--- config.mk ---
export PLATFORM = sky130hd
export DESIGN_NAME = alu_issue_stage_flat
export DESIGN_NICKNAME = d
export VERILOG_FILES = /design/src/rtl/alu_issue_if.sv /design/src/rtl/alu_issue_stage.sv /design/src/flat_wrapper.sv
export SDC_FILE = /design/constraint.sdc
export NUM_CORES = 1
export LEC_CHECK = 0
export BUFFER_PORTS_ARGS = -buffer_cell sky130_fd_sc_hd__buf_2
export CORE_UTILIZATION = 40
export DETAILED_ROUTE_END_ITERATION = 10
export MAX_ROUTING_LAYER = met4
export PLACE_DENSITY = 0.74
export RECOVER_POWER = 25
export SYNTH_ARGS = -nofsm -noshare
export SYNTH_HDL_FRONTEND = slang
export SYNTH_SLANG_ARGS = --single-unit
--- constraint.sdc ---
create_clock -name clk -period 2.28 [get_ports clk]
set_clock_uncertainty 0.05 [all_clocks]
set_input_delay 0.228 -clock clk [delete_from_list [all_inputs] [get_ports clk]]
set_output_delay 0.228 -clock clk [all_outputs]
set_load 0.03 [all_outputs]
--- src/rtl/alu_issue_if.sv ---
// Decode/execute handshake bundle for the ALU issue stage.
// The slave modport is the stage. The master modport is the surrounding pipeline.
interface alu_issue_if #(
   parameter int DATA_W      = 32,
   parameter int STALL_CNT_W = 16
);
   logic                   flush;
   logic                   id_valid;
   logic                   id_ready;
   logic [3:0]             id_alu_op;
   logic [DATA_W-1:0]      id_rs_val;
   logic [DATA_W-1:0]      id_rt_val;
   logic [15:0]            id_imm;
   logic                   id_imm_sext;
   logic [4:0]             id_shamt;
   logic                   id_a_src;
   logic [1:0]             id_b_src;
   logic [4:0]             id_rd;
   logic                   id_wr_en;
   logic [1:0]             fwd_rs_sel;
   logic [1:0]             fwd_rt_sel;
   logic [DATA_W-1:0]      exmem_fwd;
   logic [DATA_W-1:0]      memwb_fwd;
   logic                   ex_valid;
   logic                   ex_ready;
   logic [3:0]             alu_opcode;
   logic [DATA_W-1:0]      alu_inpA;
   logic [DATA_W-1:0]      alu_inpB;
   logic [4:0]             ex_rd;
   logic                   ex_wr_en;
   logic [STALL_CNT_W-1:0] stall_cnt;

   modport slave (
      input  flush, id_valid, id_alu_op, id_rs_val, id_rt_val, id_imm, id_imm_sext,
             id_shamt, id_a_src, id_b_src, id_rd, id_wr_en, fwd_rs_sel, fwd_rt_sel,
             exmem_fwd, memwb_fwd, ex_ready,
      output id_ready, ex_valid, alu_opcode, alu_inpA, alu_inpB, ex_rd, ex_wr_en, stall_cnt
   );

   modport master (
      output flush, id_valid, id_alu_op, id_rs_val, id_rt_val, id_imm, id_imm_sext,
             id_shamt, id_a_src, id_b_src, id_rd, id_wr_en, fwd_rs_sel, fwd_rt_sel,
             exmem_fwd, memwb_fwd, ex_ready,
      input  id_ready, ex_valid, alu_opcode, alu_inpA, alu_inpB, ex_rd, ex_wr_en, stall_cnt
   );
endinterface

--- src/rtl/alu_issue_stage.sv ---
// ID/EX register feeding the ALU. Operand forwarding and immediate/shamt muxing are resolved
// at capture time, so the ALU sees only registered inputs.
module alu_issue_stage #(
   parameter int DATA_W      = 32,
   parameter int STALL_CNT_W = 16
) (
   input logic        clk,
   input logic        rst_n,
   alu_issue_if.slave bus
);
   localparam logic [3:0] OP_BUBBLE = 4'b1111;

   logic                   ex_valid_q;
   logic [3:0]             opcode_q;
   logic [DATA_W-1:0]      inp_a_q, inp_b_q;
   logic [4:0]             rd_q;
   logic                   wr_en_q;
   logic [STALL_CNT_W-1:0] stall_cnt_q;

   logic [DATA_W-1:0] rs_f, rt_f, imm_ext, a_d, b_d;
   logic              id_ready;

   assign id_ready = !ex_valid_q || bus.ex_ready;

   always_comb begin
      rs_f = bus.id_rs_val;
      case (bus.fwd_rs_sel)
         2'b01:   rs_f = bus.exmem_fwd;
         2'b10:   rs_f = bus.memwb_fwd;
         default: rs_f = bus.id_rs_val;
      endcase
      rt_f = bus.id_rt_val;
      case (bus.fwd_rt_sel)
         2'b01:   rt_f = bus.exmem_fwd;
         2'b10:   rt_f = bus.memwb_fwd;
         default: rt_f = bus.id_rt_val;
      endcase
      imm_ext = bus.id_imm_sext ? {{(DATA_W-16){bus.id_imm[15]}}, bus.id_imm}
                                : {{(DATA_W-16){1'b0}}, bus.id_imm};
      a_d = bus.id_a_src ? rt_f : rs_f;
      b_d = rt_f;
      case (bus.id_b_src)
         2'b01:   b_d = imm_ext;
         2'b10:   b_d = {{(DATA_W-5){1'b0}}, bus.id_shamt};
         2'b11:   b_d = rs_f;
         default: b_d = rt_f;
      endcase
   end

   always_ff @(posedge clk or negedge rst_n) begin
      if (!rst_n) begin
         ex_valid_q  <= 1'b0;
         opcode_q    <= OP_BUBBLE;
         inp_a_q     <= '0;
         inp_b_q     <= '0;
         rd_q        <= '0;
         wr_en_q     <= 1'b0;
         stall_cnt_q <= '0;
      end else begin
         // Flush edges still count as stalled when the held entry was blocked.
         if (ex_valid_q && !bus.ex_ready && stall_cnt_q != {STALL_CNT_W{1'b1}})
            stall_cnt_q <= stall_cnt_q + 1'b1;

         if (bus.flush) begin
            ex_valid_q <= 1'b0;
            opcode_q   <= OP_BUBBLE;
            wr_en_q    <= 1'b0;
         end else if (bus.id_valid && id_ready) begin
            ex_valid_q <= 1'b1;
            opcode_q   <= bus.id_alu_op;
            inp_a_q    <= a_d;
            inp_b_q    <= b_d;
            rd_q       <= bus.id_rd;
            wr_en_q    <= bus.id_wr_en;
         end else if (ex_valid_q && bus.ex_ready && !bus.id_valid) begin
            ex_valid_q <= 1'b0;
            opcode_q   <= OP_BUBBLE;
            wr_en_q    <= 1'b0;
         end
      end
   end

   assign bus.id_ready   = id_ready;
   assign bus.ex_valid   = ex_valid_q;
   assign bus.alu_opcode = opcode_q;
   assign bus.alu_inpA   = inp_a_q;
   assign bus.alu_inpB   = inp_b_q;
   assign bus.ex_rd      = rd_q;
   assign bus.ex_wr_en   = wr_en_q;
   assign bus.stall_cnt  = stall_cnt_q;
endmodule

--- src/flat_wrapper.sv ---
// flat-port wrapper written by rule: the top's interface ports become plain ports
module alu_issue_stage_flat 
#(
   parameter int DATA_W      = 32,
   parameter int STALL_CNT_W = 16
)
  (clk, rst_n, bus_flush, bus_id_valid, bus_id_alu_op, bus_id_rs_val, bus_id_rt_val, bus_id_imm, bus_id_imm_sext, bus_id_shamt, bus_id_a_src, bus_id_b_src, bus_id_rd, bus_id_wr_en, bus_fwd_rs_sel, bus_fwd_rt_sel, bus_exmem_fwd, bus_memwb_fwd, bus_ex_ready, bus_id_ready, bus_ex_valid, bus_alu_opcode, bus_alu_inpA, bus_alu_inpB, bus_ex_rd, bus_ex_wr_en, bus_stall_cnt);
  alu_issue_if #(.DATA_W(DATA_W), .STALL_CNT_W(STALL_CNT_W)) bus_i ();
  input logic clk;
  input logic rst_n;
  input wire logic [$bits(bus_i.flush)-1:0] bus_flush;
  input wire logic [$bits(bus_i.id_valid)-1:0] bus_id_valid;
  input wire logic [$bits(bus_i.id_alu_op)-1:0] bus_id_alu_op;
  input wire logic [$bits(bus_i.id_rs_val)-1:0] bus_id_rs_val;
  input wire logic [$bits(bus_i.id_rt_val)-1:0] bus_id_rt_val;
  input wire logic [$bits(bus_i.id_imm)-1:0] bus_id_imm;
  input wire logic [$bits(bus_i.id_imm_sext)-1:0] bus_id_imm_sext;
  input wire logic [$bits(bus_i.id_shamt)-1:0] bus_id_shamt;
  input wire logic [$bits(bus_i.id_a_src)-1:0] bus_id_a_src;
  input wire logic [$bits(bus_i.id_b_src)-1:0] bus_id_b_src;
  input wire logic [$bits(bus_i.id_rd)-1:0] bus_id_rd;
  input wire logic [$bits(bus_i.id_wr_en)-1:0] bus_id_wr_en;
  input wire logic [$bits(bus_i.fwd_rs_sel)-1:0] bus_fwd_rs_sel;
  input wire logic [$bits(bus_i.fwd_rt_sel)-1:0] bus_fwd_rt_sel;
  input wire logic [$bits(bus_i.exmem_fwd)-1:0] bus_exmem_fwd;
  input wire logic [$bits(bus_i.memwb_fwd)-1:0] bus_memwb_fwd;
  input wire logic [$bits(bus_i.ex_ready)-1:0] bus_ex_ready;
  output wire logic [$bits(bus_i.id_ready)-1:0] bus_id_ready;
  output wire logic [$bits(bus_i.ex_valid)-1:0] bus_ex_valid;
  output wire logic [$bits(bus_i.alu_opcode)-1:0] bus_alu_opcode;
  output wire logic [$bits(bus_i.alu_inpA)-1:0] bus_alu_inpA;
  output wire logic [$bits(bus_i.alu_inpB)-1:0] bus_alu_inpB;
  output wire logic [$bits(bus_i.ex_rd)-1:0] bus_ex_rd;
  output wire logic [$bits(bus_i.ex_wr_en)-1:0] bus_ex_wr_en;
  output wire logic [$bits(bus_i.stall_cnt)-1:0] bus_stall_cnt;
  assign bus_i.flush = bus_flush;
  assign bus_i.id_valid = bus_id_valid;
  assign bus_i.id_alu_op = bus_id_alu_op;
  assign bus_i.id_rs_val = bus_id_rs_val;
  assign bus_i.id_rt_val = bus_id_rt_val;
  assign bus_i.id_imm = bus_id_imm;
  assign bus_i.id_imm_sext = bus_id_imm_sext;
  assign bus_i.id_shamt = bus_id_shamt;
  assign bus_i.id_a_src = bus_id_a_src;
  assign bus_i.id_b_src = bus_id_b_src;
  assign bus_i.id_rd = bus_id_rd;
  assign bus_i.id_wr_en = bus_id_wr_en;
  assign bus_i.fwd_rs_sel = bus_fwd_rs_sel;
  assign bus_i.fwd_rt_sel = bus_fwd_rt_sel;
  assign bus_i.exmem_fwd = bus_exmem_fwd;
  assign bus_i.memwb_fwd = bus_memwb_fwd;
  assign bus_i.ex_ready = bus_ex_ready;
  assign bus_id_ready = bus_i.id_ready;
  assign bus_ex_valid = bus_i.ex_valid;
  assign bus_alu_opcode = bus_i.alu_opcode;
  assign bus_alu_inpA = bus_i.alu_inpA;
  assign bus_alu_inpB = bus_i.alu_inpB;
  assign bus_ex_rd = bus_i.ex_rd;
  assign bus_ex_wr_en = bus_i.ex_wr_en;
  assign bus_stall_cnt = bus_i.stall_cnt;
  alu_issue_stage #(.DATA_W(DATA_W), .STALL_CNT_W(STALL_CNT_W)) u_core (.clk(clk), .rst_n(rst_n), .bus(bus_i));
endmodule
# After elaboration in Yosys (flattened, before gate mapping)
# Index checks and enable logic that the tools add are counted.
# classes
addsub	1
eq_ne	8
muxes	13
bitwise_logic	1
reduce_logical	11
# ops
op	n
$pmux 32 s2	2
$pmux 32 s3	1
$mux 32	2
$add 16x1->16 const B	1
$ne 16x16->1 const B	1
$mux 4	3
$eq 2x2->1 const B	4
$eq 2x1->1 const B	3
$logic_and 1x1->1	5
$mux 1	5
$logic_not 1->1	3
$reduce_bool 3->1	1
$reduce_and 2->1	1
$logic_or 1x1->1	1
$not 1->1	1
# totals
reg_bits	91
inputBits	172
out_inout_bits	92
elab_cells	41

# Longest topological paths before layout
# depth
depth_word	5
mapped_depth	9
ltp_nobuf	6

# Worst setup path before layout
# Ideal clock, no wire load.
# synth_timing
kind	reg-to-reg
from	register u_core.stall_cnt_q[0], in the netlist u_core.bus.stall_cnt[0]
to	register u_core.stall_cnt_q[1], in the netlist u_core.bus.stall_cnt[1]
arrival_time_ns	1.784
required_time_ns	2.105
setup_slack_ns	0.321
stages_incl_launch_ff	6
path_cell_list	dfrtp_1 > ha_1 > nand3_1 > nor4_4 > nor2_2 > mux2_4
# synth_via
elab_chain_cells	2
word_cells_on_any_way	3
# synth_rtl
element	line_no	rtl
start, declared	alu_issue_stage.sv:18	logic [STALL_CNT_W-1:0] stall_cnt_q;
start signal, assigned	alu_issue_stage.sv:62	stall_cnt_q <= stall_cnt_q + 1'b1;
parallel branches: the longest is 2 deep, another holds $add 16x1->16	-	
# Several ways; the timed one is not identified.
# A chain may end at the register's enable or synchronous reset.

# Final worst setup path
# layout_timing
from	register u_core.ex_valid_q, in the netlist u_core.bus.ex_valid
to	register u_core.inp_b_q[14], in the netlist u_core.bus.alu_inpB[14]
# layout_via
elab_chain_cells	4
# layout_rtl
element	line_no	rtl
start, declared	alu_issue_stage.sv:13	logic ex_valid_q;
start signal, assigned	alu_issue_stage.sv:52	ex_valid_q <= 1'b0;
start signal, assigned	alu_issue_stage.sv:65	ex_valid_q <= 1'b0;
start signal, assigned	alu_issue_stage.sv:69	ex_valid_q <= 1'b1;
$logic_not 1->1	alu_issue_stage.sv:23	assign id_ready = !ex_valid_q || bus.ex_ready;
$logic_or 1x1->1	alu_issue_stage.sv:23	
$logic_and 1x1->1	alu_issue_stage.sv:68	end else if (bus.id_valid && id_ready) begin
$reduce_and 2->1 (no line)	-	
end signal, assigned	alu_issue_stage.sv:55	inp_b_q <= '0;
end signal, assigned	alu_issue_stage.sv:72	inp_b_q <= b_d;
end, declared	alu_issue_stage.sv:15	logic [DATA_W-1:0] inp_a_q, inp_b_q;
# Every way passes these cells.

==> flow_summary.toml <==
[outcome]
status = "finished clean"

[yosys]
ys_warn_count = 0
synth.net_count = 863
yosys-top-cells-area = "dfrtp_1 38%, o21ai_0 10%, a22oi_1 7.8%, nand2_1 7.7%, mux2i_1 3.1%"
synth_edf_count = 0
yosys.area.top_type = "dfrtp_1"
synth.avg_cell_area_um2 = 8.38
ys_ff_latch = 91
ys_seq_area_share_pct = 39.7
ys.flop_type = "dfrtp_1"
synth_top_area_share_pct = 37.9
syn-cell-area_mm2 = 0.00575
synthCells = 686
synth-async-reset-ratio_pct = 100
synth_cell_types = 53

[power_and_ir_drop]
p_per_area_mw_per_mm2 = 736
power_mw = 5.64
power.static_leakage_nw = 3.69
irDropWorstVdd_uv = 387

[clocking]
numCtsBuffers = 9
cts_root_buffer = "clkbuf_16"
cts_resized = 0
cts_setup_buffers = 0
htree_levels = 3
clk_pin_slew_ns = 0.07
worstSkewPairLatency_ns = 0.34
numClockSinks = 91
clk_path_buf_depth = 2
cts_tree = "done"
postCtsHoldBufs = 1

[critical_path]
cp_slowest_cell = "nor3b_4"
path_cells = "nor2b_1 -> clkbuf_1 -> nor3b_4 -> buf_12 -> o21ai_0 -> o22a_1"
required_ns = 2.46
path_class = "flop to flop"
startpoint_type = "flop"
endpoint_kind = "flop"
critPathTopFamily = "simple AND/OR/NAND/NOR gates"
cp_max_fo = 36
max_stage_delay_ns = 0.43
cp_num_buf_inv = 2
arrival_ns = 2.11

[flow_run]
max-cap-violations = 0

[sta]
fmax_mhz = 517
setup_ws_ns = 0.347
worst_slew_pin_slew_ns = 0.927
hold_viol_final = 0
fin_setup_tns_ns = 0
drv_slew = 0
fin_crit_sh_pct = 84.8
timing.hold.ws_ns = 0.0297
setup_viol = 0
maxSlewHeadroom_pct = 38.2
layout_min_cycle_time_ns = 1.93
rsz0062_at_grt = "no"

[floorplan]
core_area_mm2 = 0.0139
initial_core_util_pct = 41.3
die_h_um = 122
die_area_mm2 = 0.0149
pin_count = 264
die_w_um = 122
std_cell_rows = 43

[detailed_routing]
vias_per_cell = 5.80
ant_nets = 0
firstDrtPassIters = 6
dr.first_iter.drc_count = 584
drc = 0
post_drt_wl_per_cell_um = 18.7
routed_wirelength_mm = 21.0
vias = 6518

[final_layout]
fin_util_pct = 55.0
final_net_count = 1108
final_cell_mix = "253 x buf_2, 118 x nand2_1, 118 x o21ai_0"
instances_no_fill = 1124
fillers = 1324
drive_gt1_share_pct = 33.7
ff_latch_area_mm2 = 0.00228
stdcell_area_mm2 = 0.00767
syn_to_final_growth_pct = 33.4
multi_input_area_mm2 = 0.00319
final_common_cell = "buf_2"

[min_path]
hp-class = "primary input to flop"

[grt]
grt_max_degree = 68
grt_pass1_vias = 6104
grt_pass1_wl_mm = 32.5
antenna_found_initial = 8
grt-ovfl-total = 0
track_usage_pct = 29.6

[placed_design]
dp_hpwl_mm = 15.5
dp.cells = 1099
place.gp.congestion = 0.958
placed_area_mm2 = 0.00736
numPortBuffers = 263
place_ws_ns = 0.322
worst paths after layout:
check	start	endpoint	slack [ns]	depth (start not counted)
worst max-delay path	u_core.bus.ex_valid	u_core.bus.alu_inpB[14]	0.35	6
worst min-delay path	bus_id_rd[4]	u_core.bus.ex_rd[4]	0.03	3
max in group asynchronous	rst_n	u_core.bus.alu_inpA[3]	0.62	3
min in group asynchronous	rst_n	u_core.bus.stall_cnt[2]	0.29	2
worst max register to register	u_core.bus.ex_valid	u_core.bus.alu_inpB[14]	0.35	6
worst min register to register	u_core.bus.ex_rd[4]	u_core.bus.ex_rd[4]	0.42	2
flip-flops by register name, indices dropped and copies added, names as in the netlist:
name,cells
u_core.bus.ex_valid,1
u_core.bus.alu_inpA,32
u_core.bus.ex_rd,5
u_core.bus.alu_inpB,32
u_core.bus.stall_cnt,16
u_core.bus.ex_wr_en,1
u_core.bus.alu_opcode,4
cells by family after synthesis:
kind of cell	count (synthesis)	synth area share (%)
muxes	19	3.39
buffers and inverters	70	4.96
xor gates and xnor gates	12	1.83
AOI/OAI and AO/OA	288	32.0
and+or+nand+nor	201	17.0
adders and majority gates	5	1.09
DFF	91	39.7
cell type report:
| type | count | share of cell area (%) |
|---|---|---|
| clock buffers | 10 | 2.99 |
| clock inverters | 5 | 1.03 |
| inverters | 10 | 0.489 |
| diodes | 9 | 0.294 |
| repair buffers | 294 | 20.9 |
| flip-flops and latches | 91 | 29.8 |
| multi-input cells | 525 | 41.6 |
| well taps | 180 | 2.94 |
Yosys cell counts (3+ instances only):
library cell	count
mux2i_1	18
a22oi_1	60
ha_1	5
a221oi_1	17
a211oi_1	5
buf_1	5
buf_2	12
o21ai_1	3
nor2b_1	17
nor3_1	12
nor3b_1	4
a21oi_1	34
a31oi_1	4
clkbuf_1	41
xor2_1	8
a22o_1	5
nand2_1	118
nand3_1	5
inv_1	9
o22a_1	13
nor4_1	4
nand2b_1	4
nor2_1	18
a21o_1	5
dfrtp_1	87
xnor2_1	4
o32ai_1	9
a221o_1	4
o21ai_0	118
dfstp_2	4
a2111oi_0	5
metal layers:
metal  global-route usage, %  routed length (µm)  vias up  share of wire (%)
met4                    12.3                 644        0                3.1
met3                    5.71                1840       55                8.7
met2                    42.7                9420      377                 45
li1                        -                   -     3040                  -
met1                    40.3                9130     3046                 43
met5                       -                   0        -                  0
worst min-delay path, stage by stage:
cell and delay, ns:
buf_2 0.08, nand2_1 0.04, nand2_1 0.05
report_power, final:
group	internal [mW]	switching, mW
Combinational	0.654	1.31
Sequential	1.88	0.214
Clock	0.953	0.626
Total	3.49	2.15
No activity file was read; power rests on OpenSTA's default activity.
